[src/rtl/aes_host_pkg.sv]
// aes_host_pkg: shared address map, klen codes, state enum and key-length helper
package aes_host_pkg;
  localparam logic [6:0] KEY_BASE = 7'h00;
  localparam logic [6:0] TXT_BASE = 7'h20;
  localparam logic [6:0] CFG_ADDR = 7'h30;
  localparam logic [6:0] RES_BASE = 7'h40;
  localparam logic [1:0] KLEN_128 = 2'd0;
  localparam logic [1:0] KLEN_192 = 2'd1;
  localparam logic [1:0] KLEN_256 = 2'd2;
  localparam logic [1:0] KLEN_BAD = 2'd3;
  typedef enum logic [2:0] {IDLE, WR_KEY, WR_CFG, WR_TEXT, PULSE_START, WAIT_OK, RD, RESP} state_e;
  function automatic logic [5:0] nkb(input logic [1:0] klen);
    return klen == KLEN_128 ? 6'd16 : klen == KLEN_192 ? 6'd24 : klen == KLEN_256 ? 6'd32 : 6'd0;
  endfunction
endpackage

[src/rtl/aes_byte_sel.sv]
// aes_byte_sel: MSB-first byte mux selecting byte idx of a 256-bit word
module aes_byte_sel (
  input  logic [255:0] data,
  input  logic [4:0]   idx,
  output logic [7:0]   sel
);
  assign sel = data[{~idx, 3'b000} +: 8];
endmodule

[src/rtl/aes_host_driver.sv]
// aes_host_driver: host-side initiator running one AES block job over the chip byte bus
module aes_host_driver
  import aes_host_pkg::*;
#(
  parameter int RD_LAT  = 1,
  parameter int OK_MASK = 2,
  parameter int TIMEOUT = 4096
) (
  input  logic         CLK,
  input  logic         RST,
  input  logic         cmd_valid,
  output logic         cmd_ready,
  input  logic         cmd_new_key,
  input  logic [1:0]   cmd_klen,
  input  logic         cmd_op,
  input  logic [255:0] cmd_key,
  input  logic [127:0] cmd_text,
  output logic         rsp_valid,
  input  logic         rsp_ready,
  output logic [127:0] rsp_data,
  output logic         rsp_err,
  output logic [7:0]   DIN,
  output logic [6:0]   ADDR,
  output logic         WR,
  output logic         START,
  input  logic         OK,
  input  logic [7:0]   DOUT
);
  localparam int TW = $clog2(TIMEOUT + 1);
  localparam int MW = OK_MASK > 0 ? $clog2(OK_MASK + 1) : 1;
  state_e state_q, state_d;
  logic [5:0] idx_q, idx_d;
  logic [MW-1:0] msk_q, msk_d;
  logic [TW-1:0] tmo_q, tmo_d;
  logic key_loaded_q, key_loaded_d;
  logic [1:0] klen_q, klen_d;
  logic op_q, op_d;
  logic [255:0] key_q, key_d;
  logic [127:0] text_q, text_d;
  logic [127:0] res_q, res_d;
  logic err_q, err_d;
  logic [7:0] sel;
  logic [3:0] rd_k;
  aes_byte_sel u_sel (
    .data(state_q == WR_TEXT ? {text_q, 128'h0} : key_q),
    .idx (idx_q[4:0]),
    .sel (sel)
  );
  assign rd_k = idx_q[3:0] - 4'(RD_LAT);
  assign rsp_data = res_q;
  assign rsp_err = err_q;
  always_comb begin
    state_d = state_q;
    idx_d = idx_q;
    msk_d = msk_q;
    tmo_d = tmo_q;
    key_loaded_d = key_loaded_q;
    klen_d = klen_q;
    op_d = op_q;
    key_d = key_q;
    text_d = text_q;
    res_d = res_q;
    err_d = err_q;
    cmd_ready = 1'b0;
    rsp_valid = 1'b0;
    WR = 1'b0;
    START = 1'b0;
    ADDR = '0;
    DIN = '0;
    case (state_q)
      IDLE: begin
        cmd_ready = !RST;
        if (cmd_valid && !RST) begin
          klen_d = cmd_klen;
          op_d = cmd_op;
          key_d = cmd_key;
          text_d = cmd_text;
          res_d = '0;
          err_d = cmd_klen == KLEN_BAD;
          idx_d = '0;
          state_d = cmd_klen == KLEN_BAD ? RESP : (cmd_new_key || !key_loaded_q) ? WR_KEY : WR_CFG;
        end
      end
      WR_KEY: begin
        WR = 1'b1;
        ADDR = KEY_BASE + 7'(idx_q);
        DIN = sel;
        idx_d = idx_q + 6'd1;
        if (idx_q == nkb(klen_q) - 6'd1) begin
          idx_d = '0;
          key_loaded_d = 1'b1;
          state_d = WR_CFG;
        end
      end
      WR_CFG: begin
        WR = 1'b1;
        ADDR = CFG_ADDR;
        DIN = {op_q, 5'b0, klen_q};
        state_d = WR_TEXT;
      end
      WR_TEXT: begin
        WR = 1'b1;
        ADDR = TXT_BASE + 7'(idx_q);
        DIN = sel;
        idx_d = idx_q + 6'd1;
        if (idx_q == 6'd15) begin
          idx_d = '0;
          state_d = PULSE_START;
        end
      end
      PULSE_START: begin
        START = 1'b1;
        msk_d = '0;
        tmo_d = '0;
        state_d = WAIT_OK;
      end
      WAIT_OK: begin
        if (msk_q != MW'(OK_MASK)) msk_d = msk_q + 1'b1;
        else if (OK) begin
          idx_d = '0;
          state_d = RD;
        end else if (tmo_q == TW'(TIMEOUT - 1)) begin
          err_d = 1'b1;
          key_loaded_d = 1'b0;
          state_d = RESP;
        end else tmo_d = tmo_q + 1'b1;
      end
      RD: begin
        ADDR = RES_BASE + 7'(idx_q[3:0]);
        idx_d = idx_q + 6'd1;
        if (idx_q >= 6'(RD_LAT)) res_d[{~rd_k, 3'b000} +: 8] = DOUT;
        if (idx_q == 6'(15 + RD_LAT)) state_d = RESP;
      end
      RESP: begin
        rsp_valid = 1'b1;
        if (rsp_ready) state_d = IDLE;
      end
      default: state_d = IDLE;
    endcase
  end
  always_ff @(posedge CLK) begin
    if (RST) begin
      state_q <= IDLE;
      idx_q <= '0;
      msk_q <= '0;
      tmo_q <= '0;
      key_loaded_q <= 1'b0;
      res_q <= '0;
      err_q <= 1'b0;
    end else begin
      state_q <= state_d;
      idx_q <= idx_d;
      msk_q <= msk_d;
      tmo_q <= tmo_d;
      key_loaded_q <= key_loaded_d;
      res_q <= res_d;
      err_q <= err_d;
    end
  end
  always_ff @(posedge CLK) begin
    klen_q <= klen_d;
    op_q <= op_d;
    key_q <= key_d;
    text_q <= text_d;
  end
endmodule
[config.mk]
export PLATFORM = sky130hd
export DESIGN_NAME = aes_host_driver
export DESIGN_NICKNAME = d
export VERILOG_FILES = /design/src/rtl/aes_host_pkg.sv /design/src/rtl/aes_byte_sel.sv /design/src/rtl/aes_host_driver.sv
export SDC_FILE = /design/constraint.sdc
export NUM_CORES = 1
export LEC_CHECK = 0
export ABC_AREA = 1
export BUFFER_PORTS_ARGS = -buffer_cell sky130_fd_sc_hd__buf_2
export CAP_MARGIN = 5
export CORE_MARGIN = 2
export CORE_UTILIZATION = 43
export CTS_CLUSTER_SIZE = 16
export DETAILED_ROUTE_END_ITERATION = 7
export GPL_TIMING_DRIVEN = 0
export PLACE_DENSITY = 0.66
export SYNTH_ARGS = -nofsm -noshare
export SYNTH_HDL_FRONTEND = slang
export SYNTH_HIERARCHICAL = 1
export SYNTH_SLANG_ARGS = --single-unit
[constraint.sdc]
create_clock -name CLK -period 9.92 [get_ports CLK]
set_input_delay 1.488 -clock CLK [delete_from_list [all_inputs] [get_ports CLK]]
set_output_delay 1.488 -clock CLK [all_outputs]
set_load 0.05 [all_outputs]
# --- Word level (Yosys, flattened, before mapping) ---
# Cells that the tools add are included.
totals:
  regBits: 541
  latch_bits: 0
  ram_bits: 0
  romBits: 0
  input_bits: 401
  out_inout_bits: 148
  wordCells: 121
  mem_count: 0
classes:
  add_sub_neg: 8
  multipliers: 0
  div: 0
  order_cmp: 1
  eq_ne: 28
  shifts: 3
  mux: 47
  bitwise: 2
  reduce_logical: 21
op_table:
  columns: ["operator", "n"]
  rows:
  - ["128-bit two-way mux", 2]
  - ["256-bit two-way mux", 1]
  - ["128-bit one-hot mux with 2 select lines", 1]
  - ["256-bit by 9-bit indexed part select with 8-bit output", 1]
  - ["128-bit bitwise mux", 1]
  - ["8-bit by 9-bit variable shift with 128-bit output, first input constant", 1]
  - ["8-bit by 9-bit indexed part select with 128-bit output", 1]
  - ["6-bit two-way mux", 8]
  - ["13-bit two-way mux", 3]
  - ["6-bit one-hot mux with 5 select lines", 1]
  - ["7-bit one-hot mux with 4 select lines", 1]
  - ["3-bit two-way mux", 9]
  - ["13-bit one-hot mux with 2 select lines", 1]
  - ["2-bit inequality test, second input constant", 12]
  - ["3-bit one-hot mux with 8 select lines", 1]
  - ["8-bit one-hot mux with 2 select lines", 1]
  - ["13-bit by 1-bit adder with 13-bit output, second input constant", 1]
  - ["13-bit by 12-bit == test with 1-bit output, second input constant", 1]
  - ["3-bit == test, second input constant", 4]
  - ["1-bit two-way mux", 12]
  - ["5-bit AND reduction", 2]
  - ["7-bit negator with 9-bit output", 1]
  - ["4-bit AND reduction", 2]
  - ["2-bit nonzero test", 4]
  - ["other kinds (32)", 38]

# --- Depth between registers and ports, before layout ---
logic_depth:
  word_depth: 8
  mapped_depth: 18
  depth_no_buf: 15

# --- Hierarchy ---
# Netlist, hierarchy kept.
modules_own_cells:
  columns: ["module", "instances", "cells_per_inst", "area_each_um2"]
  rows:
  - ["aes_host_driver", 1, 2079, 21330.5]
  - ["aes_byte_sel", 1, 609, 2740.1]

# --- Worst setup path after synthesis ---
# No wires, ideal clock.
synth_path:
  path_kind: "in2reg"
  from: "input RST"
  to: "register err_q, in the netlist rsp_err"
  setup_time_ns: 0.178
  arrival_time_ns: 10.567
  required_time_ns: 9.742
  slack_ns: -0.825
  stages: 6
  n_path_buf: 0
  path_cell_list: "nor2_2 -> nand2_1 -> inv_1 -> or2_2 -> o21ai_0 -> a21oi_1"
synth_between:
  elab_chain_len: 4
synth_rtl:
  columns: ["item", "line_no", "text"]
  rows:
  - ["start: declaration", "aes_host_driver.sv:10", "input logic RST,"]
  - ["1-bit logical NOT", "aes_host_driver.sv:73", "if (cmd_valid && !RST) begin"]
  - ["1-bit logical AND", "aes_host_driver.sv:73", null]
  - ["2-bit inequality test (no source line)", null, null]
  - ["5-bit AND reduction (no source line)", null, null]
  - ["end signal: assignment", "aes_host_driver.sv:157", "err_q <= err_d;"]
  - ["end: declaration", "aes_host_driver.sv:41", "logic err_q, err_d;"]
# Several ways; a longest one is shown, not always the timed one.
# A chain may end at the register's enable or synchronous reset.

# --- Worst setup path in the final report ---
layout_path:
  from: "register state_q[0]"
  to: "output DIN[1]"
layout_between:
  elab_chain_len: 4
layout_rtl:
  columns: ["item", "line_no", "text"]
  rows:
  - ["start: declaration", "aes_host_driver.sv:31", "state_e state_q, state_d;"]
  - ["start signal: assignment", "aes_host_driver.sv:151", "state_q <= state_d;"]
  - ["3-bit by 2-bit == test with 1-bit output", "aes_host_driver.sv:45", ".data(state_q == WR_TEXT ? {text_q, 128'h0} : key_q),"]
  - ["256-bit two-way mux", "aes_host_driver.sv:45", null]
  - ["256-bit by 9-bit indexed part select with 8-bit output", "aes_byte_sel.sv:7", "assign sel = data[{~idx, 3'b000} +: 8];"]
  - ["net sel[1]", "aes_host_driver.sv:42", "logic [7:0] sel;"]
  - ["8-bit one-hot mux with 2 select lines", "aes_host_driver.sv:70", "case (state_q)"]
  - ["end: declaration", "aes_host_driver.sv:22", "output logic [7:0] DIN,"]
# The timed path passes the listed nets, and every way through them passes these cells.

==> load_flow_metrics.sql <==
INSERT INTO impl_metrics (metric_group, metric, value, unit) VALUES
('placed_design', 'place.detailed.hpwl', '61800', 'um'),
('sta', 'final_critical_path_setup_slack', '4010', 'ps'),
('logic_synthesis', 'synth-seq-cells', '541', ''),
('setup_path', 'timing.critical_path.slowest_stage_cell', 'sky130_fd_sc_hd__clkbuf_1', ''),
('clock_tree', 'buffers_from_clock_root_to_sink_at_most', '3', ''),
('logic_synthesis', 'ys.flop_type', 'sky130_fd_sc_hd__edfxtp_1', ''),
('finish', 'n_fill_cell', '5220', ''),
('routing', 'detail_route.drc_violations', '0', ''),
('logic_synthesis', 'synth-seq-area-share', '61.1', '%'),
('setup_path', 'timing.critical_path.max_delay_family', 'buffers and inverters', ''),
('clock_tree', 'tritoncts.num_buffers', '57', ''),
('power', 'power_per_cell_area', '221', 'nW/um^2'),
('routing', 'viasPerCell', '5.01', ''),
('sta', 'maxClockFrequency', '0.169', 'GHz'),
('routing', 'postRouteWirelength', '80300', 'um'),
('finish', 'register_area', '14700', 'sq um'),
('setup_path', 'cp.arrival', '4420', 'ps'),
('sta', 'finalSetupTns', '0', 'ps'),
('job', 'max_cap_viol_count', '0', ''),
('clock_tree', 'root_buffer', 'sky130_fd_sc_hd__clkbuf_16', ''),
('power', 'ir_drop', '159', 'uV'),
('setup_path', 'required_time_of_the_critical_path', '8430', 'ps'),
('logic_synthesis', 'adder_cell_area_share_of_the_yosys_netlist', '0.676', '%'),
('clock_tree', 'postCtsHoldBufs', '0', ''),
('sta', 'period_needed', '5910', 'ps'),
('sta', 'endpoints_failing_hold', '0', ''),
('finish', 'final_core_utilization', '54.0', '%'),
('setup_path', 'start_kind', 'flip-flop', ''),
('routing', 'num_vias', '20600', ''),
('grt', 'via_count_of_the_first_global_routing_pass', '19500', ''),
('grt', 'grt.overflow.total', '0', ''),
('floorplan', 'placeableCoreArea', '55200', 'sq um'),
('setup_path', 'setup.worst_path.class', 'reg -> out', ''),
('finish', 'multiInputGateArea', '7840', 'sq um'),
('logic_synthesis', 'syn_avg_cell_area', '8.95', 'sq um'),
('finish', 'final_nets', '3718', ''),
('sta', 'max_slew_margin', '44.5', '%'),
('setup_path', 'max_stage_delay', '560', 'ps'),
('clock_tree', 'clock_tree.htree_level_count', '2', ''),
('worst_hold_path', 'hp-class', 'reg -> reg', ''),
('clock_tree', 'tritoncts', 'yes', ''),
('clock_tree', 'ctsResizeCount', '0', ''),
('setup_path', 'cp_max_fo', '10', ''),
('logic_synthesis', 'synth_mux_area_share', '0', '%'),
('finish', 'final_layout_size_suffix_gt1_share', '22.8', '%'),
('setup_path', 'timing.critical_path.depth', '18', ''),
('clock_tree', 'worstSkewPairLatency', '650', 'ps'),
('setup_path', 'cp_cell_sequence', 'ha_1, nand2_2, inv_2, clkbuf_1, clkbuf_1, nand2_1, nand2_1, nand2_1, nand3_1, nand3_1, nand2_1, nand2_1, nand2_1, nand2_1, nand2_1, nand2_1, o21ai_0, buf_2', ''),
('floorplan', 'die_area', '57900', 'sq um'),
('placed_design', 'gp_congestion', '0.935', ''),
('floorplan', 'fp.dieW', '241', 'um'),
('setup_path', 'endpoint_kind', 'output port', ''),
('setup_path', 'critical_path.n_buffers_inverters', '4', ''),
('grt', 'track_usage', '27.4', '%'),
('placed_design', 'placement.io_buffers', '548', ''),
('routing', 'drtAntennaViolNets', '0', ''),
('finish', 'final_design_area_no_fill', '29800', 'sq um'),
('sta', 'report.final.setup_viol', '0', ''),
('sta', 'hold-worst-slack', '456', 'ps'),
('sta', 'worst_pin_slew', '832', 'ps'),
('status', 'status', 'complete, no violations', ''),
('logic_synthesis', 'synth_top_family_by_area', 'simple AND/OR/NAND/NOR gates', ''),
('floorplan', 'dieHeight', '241', 'um'),
('logic_synthesis', 'async_flop_share', '0', '%'),
('logic_synthesis', 'ys_types', '43', ''),
('routing', 'drt_pass1_iterations', '5', ''),
('floorplan', 'io_pins', '549', ''),
('grt', 'largest_net_degree_at_the_start_of_global_routing', '48', ''),
('placed_design', 'placed_cell_area', '27900', 'sq um'),
('sta', 'rsz_0062_raised_after_global_routing', 'no', ''),
('logic_synthesis', 'syn-instance-count', '2688', '');
where the power goes:
group	internal [mW]	switching [mW]	leakage, nW
registers	2.66	0.0655	4.79
clock network	1.18	0.918	0.887
logic	0.519	1.24	7.37
routing by layer:
metal | part of all wire [%] | vias to the layer above | GRT usage (%)
li1 | - | 9958 | -
met1 | 41 | 9576 | 36.4
met2 | 47 | 905 | 44.5
met3 | 7.3 | 162 | 4.11
met4 | 4.3 | 6 | 12.2
met5 | 0.044 | - | 0
sequential cells by signal, summed over array words and instances (netlist names):
name / flops
klen_q: 2
state_q: 3
key_q: 256
key_loaded_q: 1
op_q: 1
rsp_err: 1
idx_q: 6
rsp_data: 128
text_q: 128
tmo_q: 13
msk_q: 2
final cells by class:
| cell class | count | share of cell area [%] |
|---|---|---|
| Sequential cell | 541 | 49.3 |
| Multi-Input combinational cell | 1812 | 26.3 |
| Timing Repair Buffer | 557 | 9.81 |
| Clock buffer | 80 | 5.21 |
| Tap cell | 748 | 3.14 |
| Inverter | 209 | 2.65 |
| Buffer | 126 | 2.49 |
| Clock inverter | 28 | 0.936 |
| Antenna cell | 13 | 0.109 |
metrics by stage:
step,instances,power (mW)
5_1_grt,4113,6.88
3_5_place_dp,3993,4.52
2_1_floorplan,2688,3.95
6_report,4114,6.58
4_1_cts,4101,6.61
3_3_place_gp,3984,4.57
kinds of logic (layout without fill, tap and decap cells):
| group | after synthesis | count (layout) |
|---|---|---|
| simple gates | 1618 | 1618 |
| compound gates | 173 | 173 |
| flops | 541 | 541 |
| other cells | 0 | 13 |
| xor+xnor | 8 | 8 |
| fa+ha+maj | 13 | 13 |
| buf+inv | 335 | 1000 |
worst min-delay path: stages, from the launching register on:
cell                      delay (ps)
sky130_fd_sc_hd__dfxtp_1         300
sky130_fd_sc_hd__nand2_1          60
sky130_fd_sc_hd__a21oi_1          50
cells in the final DEF, fill, tap and decap left out, drive strengths merged:
cell type / Yosys / layout
nand2: 1087 / 1087
buf: 63 / 620
edfxtp: 387 / 387
nand3: 258 / 258
nor2: 229 / 229
inv: 209 / 209
dfxtp: 154 / 154
a21oi: 150 / 150
clkbuf: 63 / 143
nor3: 28 / 28
clkinv: 0 / 21
o21ai: 14 / 14
diode: 0 / 13
ha: 13 / 13
nand4: 10 / 10
xor2: 7 / 7
clkinvlp: 0 / 4
o21bai: 3 / 3
bufinv: 0 / 3
a211oi: 2 / 2
nor4: 2 / 2
or2: 2 / 2
a32o: 1 / 1
a31o: 1 / 1
a22o: 1 / 1
o211ai: 1 / 1
nand3b: 1 / 1
nor3b: 1 / 1
xnor2: 1 / 1
synthesized netlist by cell type (2+ instances only):
cell type | instances | area, sq um
sky130_fd_sc_hd__nand2_4 | 6 | 67.6
sky130_fd_sc_hd__nor4_1 | 2 | 12.5
sky130_fd_sc_hd__buf_6 | 27 | 304
sky130_fd_sc_hd__buf_4 | 7 | 52.6
sky130_fd_sc_hd__o21ai_1 | 3 | 15.0
sky130_fd_sc_hd__buf_2 | 19 | 95.1
sky130_fd_sc_hd__inv_1 | 193 | 724
sky130_fd_sc_hd__buf_1 | 9 | 33.8
sky130_fd_sc_hd__nand4_1 | 9 | 56.3
sky130_fd_sc_hd__inv_2 | 15 | 56.3
sky130_fd_sc_hd__nand2_2 | 15 | 93.8
sky130_fd_sc_hd__nor2_4 | 5 | 56.3
sky130_fd_sc_hd__a21oi_1 | 150 | 751
sky130_fd_sc_hd__edfxtp_1 | 387 | 11600
sky130_fd_sc_hd__clkbuf_1 | 63 | 236
sky130_fd_sc_hd__xor2_1 | 7 | 61.3
sky130_fd_sc_hd__nor2_1 | 213 | 800
sky130_fd_sc_hd__nor3_1 | 26 | 130
sky130_fd_sc_hd__nand3_2 | 6 | 60.1
sky130_fd_sc_hd__nand2_1 | 1066 | 4000
sky130_fd_sc_hd__a211oi_1 | 2 | 15.0
sky130_fd_sc_hd__nor2_2 | 10 | 62.6
sky130_fd_sc_hd__ha_1 | 13 | 163
sky130_fd_sc_hd__or2_2 | 2 | 12.5
sky130_fd_sc_hd__o21bai_1 | 3 | 22.5
sky130_fd_sc_hd__o21ai_0 | 8 | 40.0
sky130_fd_sc_hd__dfxtp_1 | 154 | 3080
sky130_fd_sc_hd__o21ai_2 | 3 | 26.3
sky130_fd_sc_hd__nand3_1 | 251 | 1260
path summary, 6_finish.rpt:
path	start	endpoint	slack, ps
worst max-delay path	state_q[0]	DIN[1]	4010
worst min-delay path	rsp_data[109]	rsp_data[109]	460
worst max register to register	state_q[0]	key_q[235]	6880
worst min register to register	rsp_data[109]	rsp_data[109]	460
Power figures use the tool's default switching activity.
